**config.mk**
```make
export PLATFORM = sky130hd
export DESIGN_NAME = elevator_car_controller
export DESIGN_NICKNAME = d
export VERILOG_FILES = /design/src/rtl/elevator_car_controller.sv
export SDC_FILE = /design/constraint.sdc
export NUM_CORES = 1
export LEC_CHECK = 0
export ABC_CLOCK_PERIOD_IN_PS = 3900
export BUFFER_PORTS_ARGS = -buffer_cell sky130_fd_sc_hd__buf_4
export CAP_MARGIN = 40
export CORE_AREA = 2 2 68 70
export DETAILED_ROUTE_END_ITERATION = 7
export DIE_AREA = 0 0 70 72
export PLACE_DENSITY_LB_ADDON = 0.05
export SLEW_MARGIN = 20
export SYNTH_ARGS = -nofsm -noshare
export SYNTH_HDL_FRONTEND = slang
export SYNTH_SLANG_ARGS = --single-unit
export TNS_END_PERCENT = 1
```
**constraint.sdc**
```tcl
create_clock -name clk -period 3.9 [get_ports clk]
set_clock_uncertainty 0.1 [all_clocks]
set_input_delay 0.195 -clock clk [delete_from_list [all_inputs] [get_ports clk]]
set_output_delay 0.195 -clock clk [all_outputs]
set_load 0.05 [all_outputs]
```
**src/rtl/elevator_car_controller.sv**
```systemverilog
// Single elevator car sequencer: pending-stop vector, SCAN direction policy,
// floor-to-floor travel timer and door dwell timer.
module elevator_car_controller #(
  parameter int FLOOR_COUNT   = 7,
  parameter int FLOOR_BITS    = 3,
  parameter int TRAVEL_CYCLES = 8,
  parameter int DOOR_CYCLES   = 12
) (
  input  logic                   clk,
  input  logic                   reset,
  input  logic                   assign_valid,
  input  logic [FLOOR_BITS-1:0]  assign_floor,
  output logic                   assign_ready,
  input  logic [FLOOR_COUNT-1:0] car_button,
  input  logic                   door_obstruct,
  output logic [FLOOR_BITS-1:0]  current_floor,
  output logic [1:0]             direction,
  output logic                   motor_up,
  output logic                   motor_down,
  output logic                   door_open,
  output logic [FLOOR_COUNT-1:0] pending
);

  localparam logic [1:0] S_IDLE   = 2'd0;
  localparam logic [1:0] S_MOVING = 2'd1;
  localparam logic [1:0] S_DOORS  = 2'd2;

  localparam logic [1:0] DIR_IDLE = 2'b00;
  localparam logic [1:0] DIR_UP   = 2'b01;
  localparam logic [1:0] DIR_DN   = 2'b10;

  localparam int TC_W = (TRAVEL_CYCLES > 1) ? $clog2(TRAVEL_CYCLES) : 1;
  localparam int DC_W = (DOOR_CYCLES > 1) ? $clog2(DOOR_CYCLES) : 1;
  localparam logic [TC_W-1:0] TC_LAST = TC_W'(TRAVEL_CYCLES - 1);
  localparam logic [DC_W-1:0] DC_LAST = DC_W'(DOOR_CYCLES - 1);

  // Floor indices beyond FLOOR_COUNT-1 map to an all-zero vector, which drops them.
  function automatic logic [FLOOR_COUNT-1:0] onehot(input logic [FLOOR_BITS-1:0] f);
    onehot = '0;
    for (int i = 0; i < FLOOR_COUNT; i++)
      if (f == FLOOR_BITS'(i)) onehot[i] = 1'b1;
  endfunction

  function automatic logic above_of(input logic [FLOOR_COUNT-1:0] v,
                                    input logic [FLOOR_BITS-1:0]  f);
    above_of = 1'b0;
    for (int i = 0; i < FLOOR_COUNT; i++)
      if (FLOOR_BITS'(i) > f) above_of = above_of | v[i];
  endfunction

  function automatic logic below_of(input logic [FLOOR_COUNT-1:0] v,
                                    input logic [FLOOR_BITS-1:0]  f);
    below_of = 1'b0;
    for (int i = 0; i < FLOOR_COUNT; i++)
      if (FLOOR_BITS'(i) < f) below_of = below_of | v[i];
  endfunction

  logic [1:0]             state_q, state_d;
  logic [1:0]             dir_q, dir_d;
  logic [FLOOR_BITS-1:0]  floor_q, floor_d;
  logic [FLOOR_COUNT-1:0] pending_q, pending_d;
  logic [TC_W-1:0]        tc_q, tc_d;
  logic [DC_W-1:0]        dc_q, dc_d;
  logic                   ready_q;

  logic [FLOOR_COUNT-1:0] set_v;
  logic [FLOOR_COUNT-1:0] clr_v;
  logic                   here, above, below, restart;

  always_comb begin
    set_v   = car_button | ((assign_valid && ready_q) ? onehot(assign_floor) : '0);
    here    = |(pending_q & onehot(floor_q));
    above   = above_of(pending_q, floor_q);
    below   = below_of(pending_q, floor_q);
    restart = door_obstruct | (|(set_v & onehot(floor_q)));
  end

  always_comb begin
    state_d = state_q;
    dir_d   = dir_q;
    floor_d = floor_q;
    tc_d    = tc_q;
    dc_d    = dc_q;
    case (state_q)
      S_IDLE: begin
        if (here) begin
          state_d = S_DOORS;
          dc_d    = '0;
        end else if (dir_q == DIR_DN && below) begin
          state_d = S_MOVING;
          dir_d   = DIR_DN;
          tc_d    = '0;
        end else if (above) begin
          state_d = S_MOVING;
          dir_d   = DIR_UP;
          tc_d    = '0;
        end else if (below) begin
          state_d = S_MOVING;
          dir_d   = DIR_DN;
          tc_d    = '0;
        end else begin
          dir_d = DIR_IDLE;
        end
      end
      S_MOVING: begin
        if (tc_q == TC_LAST) begin
          tc_d    = '0;
          floor_d = (dir_q == DIR_UP) ? floor_q + FLOOR_BITS'(1) : floor_q - FLOOR_BITS'(1);
          // Arrival decision looks at the floor just reached, never reversing here.
          if (|(pending_q & onehot(floor_d))) begin
            state_d = S_DOORS;
            dc_d    = '0;
          end else if ((dir_q == DIR_UP) ? above_of(pending_q, floor_d)
                                         : below_of(pending_q, floor_d)) begin
            state_d = S_MOVING;
          end else begin
            state_d = S_IDLE;
          end
        end else begin
          tc_d = tc_q + TC_W'(1);
        end
      end
      S_DOORS: begin
        if (restart) begin
          dc_d = '0;
        end else if (dc_q == DC_LAST) begin
          state_d = S_IDLE;
          dc_d    = '0;
        end else begin
          dc_d = dc_q + DC_W'(1);
        end
      end
      default: state_d = S_IDLE;
    endcase
  end

  // Any cycle that ends in DOORS_OPEN keeps the served floor's bit clear.
  always_comb begin
    clr_v     = (state_d == S_DOORS) ? onehot(floor_d) : '0;
    pending_d = (pending_q | set_v) & ~clr_v;
  end

  always_ff @(posedge clk) begin
    if (reset) begin
      state_q   <= S_IDLE;
      dir_q     <= DIR_IDLE;
      floor_q   <= '0;
      pending_q <= '0;
      tc_q      <= '0;
      dc_q      <= '0;
      ready_q   <= 1'b0;
    end else begin
      state_q   <= state_d;
      dir_q     <= dir_d;
      floor_q   <= floor_d;
      pending_q <= pending_d;
      tc_q      <= tc_d;
      dc_q      <= dc_d;
      ready_q   <= 1'b1;
    end
  end

  assign assign_ready  = ready_q;
  assign current_floor = floor_q;
  assign direction     = dir_q;
  assign pending       = pending_q;
  assign door_open     = (state_q == S_DOORS);
  assign motor_up      = (state_q == S_MOVING) && (dir_q == DIR_UP);
  assign motor_down    = (state_q == S_MOVING) && (dir_q == DIR_DN);

endmodule

```
==> Word-level counts from Yosys, hierarchy flattened <==
Cells that the tools add are included.
{ "op_classes": {"magnitude_cmp": 28, "n_addsub": 4, "n_bitwise": 33, "mux": 144, "reduce_logical": 17, "n_eq_ne": 36} }
{ "ops": {"columns": ["operator", "count"], "rows": [
  ["two-way mux 1 bit", 115],
  ["equality test 3 bit (second input constant)", 13],
  ["AND 7 bit", 4],
  ["OR 1 bit", 25],
  ["equality test 3 x 2 -> 1 bit (second input constant)", 8],
  ["two-way mux 3 bit", 8],
  ["two-way mux 2 bit", 11],
  ["OR reduction 7 bit", 3],
  ["two-way mux 4 bit", 5],
  ["greater-than comparator 3 bit (first input constant)", 6],
  ["< comparator 3 bit (first input constant)", 6],
  ["two-way mux 7 bit", 2],
  ["OR 7 bit", 2],
  ["equality test 3 x 1 -> 1 bit (second input constant)", 4],
  ["greater-than comparator 1 x 3 -> 1 bit (first input constant)", 4],
  ["greater-than comparator 2 x 3 -> 1 bit (first input constant)", 4],
  ["logical NOT 3 bit", 4],
  ["< comparator 1 x 3 -> 1 bit (first input constant)", 4],
  ["< comparator 2 x 3 -> 1 bit (first input constant)", 4],
  ["one-hot mux 4 bit (3 select lines)", 1],
  ["inequality test 2 bit (second input constant)", 4],
  ["NOT 7 bit", 1],
  ["adder 3 x 1 -> 3 bit (second input constant)", 2],
  ["equality test 2 bit (second input constant)", 3],
  ["other kinds (15)", 19]
]} }
{ "totals": {"out_inout_bits": 16, "register_bits": 22} }

==> Longest topological paths before layout <==
Gate-level depths: netlist of the first run.
{ "depth": {"depth_word": 50, "depth_mapped": 9} }

==> Least setup slack after synthesis of the first run <==
No wires, ideal clock.
{ "synth_path": {"path_type": "register -> register", "from": "register floor_q[0] (netlist: current_floor[0])", "to": "register pending_q[3] (netlist: pending[3])", "t_required_ns": 3.675, "setup_time_ns": 0.125, "path_stages_with_launch": 10, "t_arrival_ns": 2.863, "setup_slack_ns": 0.812, "path_cell_list": "dfxtp_1 > buf_1 > inv_1 > ha_1 > nand2b_1 > a21oi_1 > o21ai_1 > a211o_1 > o221a_1 > o41a_1"} }
{ "synth_between": {"elab_chain_cells": 46, "word_cells_on_any_way": 193, "cone_classes": "add/sub (2); order compare (28); eq/ne (14); mux (113); bitwise (30); reduce/logical (6)"} }
{ "synth_lines": {"columns": ["element", "line", "rtl"], "rows": [
  ["from (decl)", "60", "logic [FLOOR_BITS-1:0] floor_q, floor_d;"],
  ["from (signal assigned)", "155", "floor_q <= floor_d;"],
  ["subtractor 3 x 1 -> 3 bit / adder 3 x 1 -> 3 bit (equally long branches)", "108", "floor_d = (dir_q == DIR_UP) ? floor_q + FLOOR_BITS'(1) : floor_q - FLOOR_BITS'(1);"],
  ["two-way mux 3 bit", "108", null],
  ["< comparator 1 x 3 -> 1 bit / greater-than comparator 1 x 3 -> 1 bit (equally long branches)", "55, 48", null],
  ["two-way mux 1 bit (on tied branches)", "55, 48", null],
  ["two-way mux 1 bit", "110", "if (|(pending_q & onehot(floor_d))) begin"],
  ["two-way mux 1 bit", "106", "if (tc_q == TC_LAST) begin"],
  ["two-way mux 1 bit", "84", "case (state_q)"],
  ["OR 1 bit (on tied branches)", "55, 48", null],
  ["[... 29 more ...]", null, null],
  ["two-way mux 1 bit (2 in series)", "113", "end else if ((dir_q == DIR_UP) ? above_of(pending_q, floor_d)"],
  ["two-way mux 2 bit", "110", null],
  ["two-way mux 2 bit", "106", null],
  ["one-hot mux 2 bit (3 select lines)", "84", null],
  ["equality test 2 bit", "139", "clr_v = (state_d == S_DOORS) ? onehot(floor_d) : '0;"],
  ["two-way mux 7 bit (*)", "139", null],
  ["NOT 7 bit (*)", "140", "pending_d = (pending_q | set_v) & ~clr_v;"],
  ["AND 7 bit (*)", "140", null],
  ["to (signal assigned)", "156", "pending_q <= pending_d;"],
  ["to (decl)", "61", "logic [FLOOR_COUNT-1:0] pending_q, pending_d;"]
]} }
Mark *: on every way between the ends. The rest lies on a longest branch, timed or not. The select of a mux whose other input is x is not followed.
A chain may end at the register's enable or synchronous reset.

==> Worst setup path after layout of the first run <==
{ "layout_path": {"from": "register floor_q[1] (netlist: current_floor[1])", "to": "register pending_q[2] (netlist: pending[2])"} }
The elaborated chain is that of the path after synthesis.

==> results of run 1 <==
-- final timing paths --
path / end / slack, ns / startpoint
min: current_floor[1]$_SDFF_PP0_ / 0.13 / reset
max: pending[2]$_SDFF_PP0_ / 1.18 / current_floor[1]$_SDFF_PP0_
max reg2reg: pending[2]$_SDFF_PP0_ / 1.18 / current_floor[1]$_SDFF_PP0_
min reg2reg: tc_q[2]$_SDFFE_PP0P_ / 0.36 / tc_q[2]$_SDFFE_PP0P_
-- synth_stat cells (all sizes together), types with 2 or more instances --
library cell	count	area (um2)
nor2b	10	62.6
nand2b	9	56.3
a41oi	2	17.5
nor3b	3	22.5
o211ai	4	30.0
a31oi	7	50.1
inv	12	45.0
dfxtp	22	440
nor2	13	48.8
nand3	13	65.1
clkbuf	5	18.8
and2	5	31.3
ha	8	100
mux2i	2	20.0
a311oi	2	17.5
a21oi	16	80.1
nand2	19	71.3
and2b	2	16.3
xnor2	5	43.8
o22ai	2	12.5
o2111ai	3	26.3
a211oi	8	60.1
a21o	4	30.0
a211o	3	26.3
buf	2	8.75
a22oi	5	37.5
o41a	2	22.5
o21ai	13	65.1
and3	3	20.0
-- cells in the final DEF (no fill, tap or decap), drive strengths merged, types with 4 or more instances in the layout --
| cell | instances |
|---|---|
| a211oi | 8 |
| a21o | 4 |
| a21oi | 16 |
| a22oi | 5 |
| a31oi | 7 |
| and2 | 5 |
| buf | 30 |
| dfxtp | 22 |
| ha | 8 |
| inv | 12 |
| nand2 | 19 |
| nand2b | 9 |
| nand3 | 13 |
| nor2 | 13 |
| nor2b | 10 |
| o211ai | 4 |
| o21ai | 13 |
| xnor2 | 5 |
-- where the power goes --
| part | switching [uW] | internal (uW) |
|---|---|---|
| Clock | 79.9 | 137 |
| Combinational | 97.0 | 58.9 |
| Sequential | 22.1 | 236 |
-- per-stage QoR --
stage	setup WS (ns)	utilization (%)	power (uW)	hold slack (ns)	cell area [um2]
after global routing	0.925	48.0	663	0.132	2050
after detailed placement	1.22	46.4	418	0.358	1980
after CTS	1.20	48.0	637	0.121	2050
final	1.18	48.0	631	0.133	2050
after global placement	1.17	46.4	421	0.352	1980
after floorplan	0.812	-	364	0.250	1710
-- final cells by class --
cell class                 instances  area [um2]  area share [%]
multi-input combinational        181        1200            58.6
sequential                        22         440            21.5
timing repair buffer              30         225            11.0
tap                               52        65.1            3.18
inverter                          12        45.0            2.20
clock buffer                       3        41.3            2.02
clock inverter                     1        30.0            1.47
-- routing by layer --
layer / part of all wire, % / GRT usage (%) / vias to the layer above
met5: 0 / 0 / -
met4: 1.1 / 5.98 / 0
met3: 6.4 / 2.50 / 5
met2: 44 / 30.8 / 68
met1: 49 / 30.3 / 812
li1: - / - / 897
-- critical path, cell delays in order (launching register included) --
cell                      delay [ns]
sky130_fd_sc_hd__dfxtp_1        0.55
sky130_fd_sc_hd__inv_1          0.22
sky130_fd_sc_hd__ha_1           0.43
sky130_fd_sc_hd__xnor2_1        0.46
sky130_fd_sc_hd__nand3_1        0.22
sky130_fd_sc_hd__o221a_1        0.31
sky130_fd_sc_hd__o41a_1         0.31
-- state kept, by name (all words and copies together) (netlist names) --
name	count
dc_q	4
current_floor	3
pending	7
tc_q	3
assign_ready	1
state_q	2
direction	2
-- cells by family after synthesis --
kind of cell,count (synthesis)
AND/OR/NAND/NOR,85
XOR/XNOR,5
AO/OA/AOI/OAI,81
buffers and inverters,19
adder cells (fa/ha/maj),8
flip-flops,22
multiplexers,2
==> load_flow_metrics.sql, run 1 <==
INSERT INTO impl_metrics (metric_group, metric, value, unit) VALUES
('cells_and_area', 'flow.area_growth_from_synthesis', '19.5', '%'),
('cells_and_area', 'num_antenna_cells', '0', ''),
('synth', 'proportion_of_synthesized_area_in_mux_cells', '1.17', '%'),
('floorplanning', 'pin_count', '30', ''),
('synth', 'synth_simple_gate_area_share', '27.5', '%'),
('grt', 'global_route.overflow_total', '0', ''),
('detailed_routing', 'vias', '1782', ''),
('clock_tree', 'cts-buffers-inserted', '3', ''),
('timing', 'finalCritPeriodShare', '69.7', '%'),
('cells_and_area', 'finish.net_count', '272', ''),
('clock_tree', 'htree_levels', '1', ''),
('timing', 'upper_clock_frequency_limit', '368', 'MHz'),
('setup_path', 'critPathRequiredTime', '3.95', 'ns'),
('timing', 'setup_tns', '0', 'ns'),
('timing', 'max_slew_margin', '60.1', '%'),
('synth', 'synth_edf_count', '0', ''),
('floorplanning', 'initial_core_util', '40.2', '%'),
('synth', 'synth_sequential_area_ratio', '25.7', '%'),
('setup_path', 'critical_path_class', 'reg2reg', ''),
('synth', 'synth_fa_ha_area_share', '5.84', '%'),
('min_path', 'worst_hold_path.num_cells', '2', ''),
('power_and_ir_drop', 'worst_vdd_rail_ir_drop', '0.188', 'mV'),
('detailed_routing', 'first_pass_iters', '4', ''),
('grt', 'grt_pass1_vias', '1619', ''),
('timing', 'slew_violations', '0', ''),
('flow_run', 'maxCapViolations', '0', ''),
('timing', 'final_period_minus_worst_setup_slack', '2.72', 'ns'),
('synth', 'synth_top_family_by_area', 'compound AO/OA/AOI/OAI gates', ''),
('setup_path', 'worstRegToRegCells', '6', ''),
('timing', 'rsz0062_at_grt', 'no', ''),
('synth', 'synth.cell_area', '1710', 'um2'),
('setup_path', 'arrival_worst_endpoint', '2.77', 'ns'),
('synth', 'ys.flop_type', 'sky130_fd_sc_hd__dfxtp_1', ''),
('floorplanning', 'dieArea', '5040', 'um2'),
('floorplanning', 'dieWidth', '70', 'um'),
('place', 'dp.final_hpwl', '3.73', 'mm'),
('place', 'final_gp_congestion', '0.949', ''),
('clock_tree', 'cts.reportedPaths.clkPinSlew', '0.09', 'ns'),
('detailed_routing', 'wl', '4.97', 'mm'),
('timing', 'max_slew.worst_pin.slew', '0.598', 'ns'),
('clock_tree', 'cts.repair.resized', '0', ''),
('detailed_routing', 'drtAntennaViolNets', '0', ''),
('floorplanning', 'num_rows', '24', ''),
('setup_path', 'critPathCaptureType', 'flop', ''),
('grt', 'grt_antenna_before_repair', '0', ''),
('floorplanning', 'chipHeight', '72', 'um'),
('grt', 'overall_routing_resource_usage', '20.3', '%'),
('cells_and_area', 'fillerInstances', '449', ''),
('clock_tree', 'clockRootBuffer', 'sky130_fd_sc_hd__clkbuf_8', ''),
('min_path', 'hp-class', 'in2reg', ''),
('synth', 'ys_seq_elements', '22', ''),
('power_and_ir_drop', 'p_per_area', '308', 'nW/um2'),
('detailed_routing', 'initialDrtViolationCount', '90', ''),
('synth', 'post_synth.cell_area_avg', '7.72', 'um2'),
('detailed_routing', 'route.detailed.drc', '0', ''),
('synth', 'synth.distinct_cells', '52', ''),
('setup_path', 'start_kind', 'flop', ''),
('power_and_ir_drop', 'static-leakage-power', '0.000791', 'uW'),
('clock_tree', 'clk_latency', '0.27', 'ns'),
('place', 'io_buffers', '29', ''),
('synth', 'synthesis.nets', '244', ''),
('synth', 'synth_compound_gate_area_share', '33.0', '%'),
('synth', 'ffs_w_async_s_r_synth', '0', '%'),
('timing', 'finalHoldViolations', '0', ''),
('synth', 'syn_inst', '222', ''),
('detailed_routing', 'detail_route.vias_per_cell', '5.92', ''),
('cells_and_area', 'post_route_cells_drive_above_1_share', '15.3', '%'),
('synth', 'synthXorXnorAreaFrac', '2.55', '%'),
('timing', 'final_count_of_negative_setup_slack_endpoints', '0', ''),
('synth', 'yosysWarnings', '0', ''),
('grt', 'grt_start_max_net_pins', '19', ''),
('detailed_routing', 'detail_route.wl_per_cell', '16.5', 'um'),
('setup_path', 'critPathMaxFanout', '12', ''),
('cells_and_area', 'final-instance-count-excl-fill', '301', ''),
('grt', 'grt_first_pass_wirelength', '8.27', 'mm'),
('floorplanning', 'core', '4260', 'um2'),
('clock_tree', 'tritoncts', 'yes', ''),
('clock_tree', 'clock_sink_count', '22', ''),
('place', 'number_of_placed_cells_counting_well_taps', '297', ''),
('clock_tree', 'clk_buf_depth', '2', ''),
('clock_tree', 'postCtsHoldBufs', '0', ''),
('clock_tree', 'postCtsSetupRepairBufs', '0', ''),
('outcome', 'outcome', 'finished clean', '');
Power figures use the tool's default switching activity.
==> run 2, diff against run 1 <==
- ABC_CLOCK_PERIOD_IN_PS: 3900 -> 2500
- clock period: 3.9 -> 2.5 ns (I/O delays scaled with it)
==> load_flow_metrics.sql, run 2 (synthesized netlist as in run 1, its figures left out) <==
INSERT INTO impl_metrics (metric_group, metric, value, unit) VALUES
('cells_and_area', 'post_route_cells_drive_above_1_share', '20.8', '%'),
('floorplanning', 'chipHeight', '72', 'um'),
('detailed_routing', 'drtAntennaViolNets', '0', ''),
('power_and_ir_drop', 'share_clk_of_total_power', '31.6', '%'),
('timing', 'final_count_of_negative_setup_slack_endpoints', '0', ''),
('min_path', 'hp-class', 'in2reg', ''),
('detailed_routing', 'detail_route.wl_per_cell', '17.2', 'um'),
('setup_path', 'start_kind', 'flop', ''),
('grt', 'overall_routing_resource_usage', '21.8', '%'),
('cells_and_area', 'flow.area_growth_from_synthesis', '25.0', '%'),
('power_and_ir_drop', 'power.switching', '327', 'uW'),
('cells_and_area', 'fillerInstances', '429', ''),
('clock_tree', 'clockRootBuffer', 'sky130_fd_sc_hd__clkbuf_8', ''),
('floorplanning', 'pin_count', '30', ''),
('clock_tree', 'htree_levels', '1', ''),
('place', 'io_buffers', '29', ''),
('timing', 'upper_clock_frequency_limit', '418', 'MHz'),
('grt', 'grt_antenna_before_repair', '0', ''),
('setup_path', 'critical_path_class', 'reg2reg', ''),
('floorplanning', 'core', '4260', 'um2'),
('timing', 'max_slew.worst_pin.slew', '0.528', 'ns'),
('timing', 'slew_violations', '0', ''),
('power_and_ir_drop', 'comb_power_share', '27.8', '%'),
('grt', 'grt_first_pass_wirelength', '8.71', 'mm'),
('floorplanning', 'num_rows', '24', ''),
('floorplanning', 'dieWidth', '70', 'um'),
('clock_tree', 'cts-buffers-inserted', '3', ''),
('detailed_routing', 'first_pass_iters', '4', ''),
('grt', 'global_route.overflow_total', '0', ''),
('clock_tree', 'postCtsHoldBufs', '0', ''),
('detailed_routing', 'route.detailed.drc', '0', ''),
('power_and_ir_drop', 'power.internal', '646', 'uW'),
('flow_run', 'maxCapViolations', '0', ''),
('detailed_routing', 'initialDrtViolationCount', '124', ''),
('cells_and_area', 'finish.net_count', '282', ''),
('place', 'final_gp_congestion', '0.970', ''),
('outcome', 'outcome', 'finished clean', ''),
('cells_and_area', 'most-common-layout-cells', '40 x sky130_fd_sc_hd__buf_4, 20 x sky130_fd_sc_hd__dfxtp_1, 19 x sky130_fd_sc_hd__nand2_1, 15 x sky130_fd_sc_hd__a21oi_1', ''),
('clock_tree', 'tritoncts', 'yes', ''),
('power_and_ir_drop', 'p_seq_share', '40.6', '%'),
('setup_path', 'cp_num_buf_inv', '1', ''),
('setup_path', 'critPathMaxFanout', '12', ''),
('cells_and_area', 'largest_register_ff_count', '7', ''),
('setup_path', 'arrival_worst_endpoint', '2.45', 'ns'),
('power_and_ir_drop', 'p_per_area', '454', 'nW/um2'),
('detailed_routing', 'detail_route.vias_per_cell', '6.03', ''),
('floorplanning', 'initial_core_util', '40.2', '%'),
('detailed_routing', 'wl', '5.35', 'mm'),
('timing', 'finalCritPeriodShare', '95.7', '%'),
('clock_tree', 'clk_latency', '0.27', 'ns'),
('detailed_routing', 'vias', '1876', ''),
('timing', 'max_slew_margin', '64.6', '%'),
('clock_tree', 'clock_sink_count', '22', ''),
('grt', 'grt_start_max_net_pins', '17', ''),
('power_and_ir_drop', 'overall_power_of_the_completed_layout', '973', 'uW'),
('timing', 'finalHoldViolations', '0', ''),
('clock_tree', 'cts.reportedPaths.clkPinSlew', '0.09', 'ns'),
('cells_and_area', 'num_antenna_cells', '0', ''),
('floorplanning', 'dieArea', '5040', 'um2'),
('timing', 'final_period_minus_worst_setup_slack', '2.39', 'ns'),
('setup_path', 'critPathRequiredTime', '2.56', 'ns'),
('setup_path', 'critical-path-top-delay-family', 'compound AO/OA/AOI/OAI gates', ''),
('place', 'dp.final_hpwl', '4.05', 'mm'),
('power_and_ir_drop', 'sw_frac_of_total', '33.6', '%'),
('cells_and_area', 'post-route-util', '50.3', '%'),
('setup_path', 'worst_path_largest_cell_delay', '0.42', 'ns'),
('cells_and_area', 'final_common_cell', 'sky130_fd_sc_hd__buf_4', ''),
('power_and_ir_drop', 'static-leakage-power', '0.000847', 'uW'),
('setup_path', 'path_cells', 'inv_1 > ha_1 > nand2b_1 > a21oi_2 > o21ai_1 > a211o_1 > o221a_1 > o41a_1', ''),
('setup_path', 'cpMaxStageDelayCell', 'sky130_fd_sc_hd__dfxtp_4', ''),
('grt', 'grt_pass1_vias', '1750', ''),
('timing', 'rsz0062_at_grt', 'yes', ''),
('setup_path', 'critPathCaptureType', 'flop', ''),
('clock_tree', 'clk_buf_depth', '2', ''),
('power_and_ir_drop', 'worst_vdd_rail_ir_drop', '0.263', 'mV');
## run 2: repair_timing
item	4_1_cts	5_1_grt
gates resized for setup	0	2
buffers inserted	0	0
setup endpoints to repair	0	9
## run 2: path summary, 6_finish.rpt
path | depth (start not counted) | slack, ns | end | startpoint
min reg2reg | 2 | 0.37 | tc_q[1]$_SDFFE_PP0P_ | tc_q[1]$_SDFFE_PP0P_
max reg2reg | 8 | 0.11 | pending[2]$_SDFF_PP0_ | current_floor[1]$_SDFF_PP0_
min | 2 | 0.06 | direction[0]$_SDFFE_PP0P_ | reset
max | 8 | 0.11 | pending[2]$_SDFF_PP0_ | current_floor[1]$_SDFF_PP0_
## run 2: layer usage
layer	up-vias	track usage, %	routed length, um
li1	911	-	-
met1	877	29.5	2470
met2	71	34.2	2420
met3	17	3.33	292
met4	0	10.3	166
met5	-	0	0
## run 2: power by group through the flow
stage	Combinational [uW]	Sequential, uW	Clock (uW)
2_1_floorplan	133	435	0
3_3_place_gp	270	403	0
3_5_place_dp	269	403	0
4_1_cts	270	394	310
5_1_grt	294	398	328
6_report	270	395	308
## run 2: final cells by class
cell class	count	area, um2	share of cell area (%)
well taps	52	65.1	3.04
inverters	12	45.0	2.10
repair buffers	40	300	14.0
flip-flops and latches	22	448	20.9
clock buffers	4	66.3	3.09
multi-input cells	181	1220	56.9
## run 2: stage by stage
stage          instance area, um2  setup slack, ns  setup TNS (ns)  hold WS (ns)  std cells
6_report                     2140            0.109               0        0.0564        311
4_1_cts                      2140            0.102               0        0.0565        311
5_1_grt                      2140          -0.0439          -0.121        0.0681        311
3_3_place_gp                 2070            0.148               0         0.353        307
2_1_floorplan                1740          0.00276               0         0.180        222
3_5_place_dp                 2070            0.126               0         0.350        307
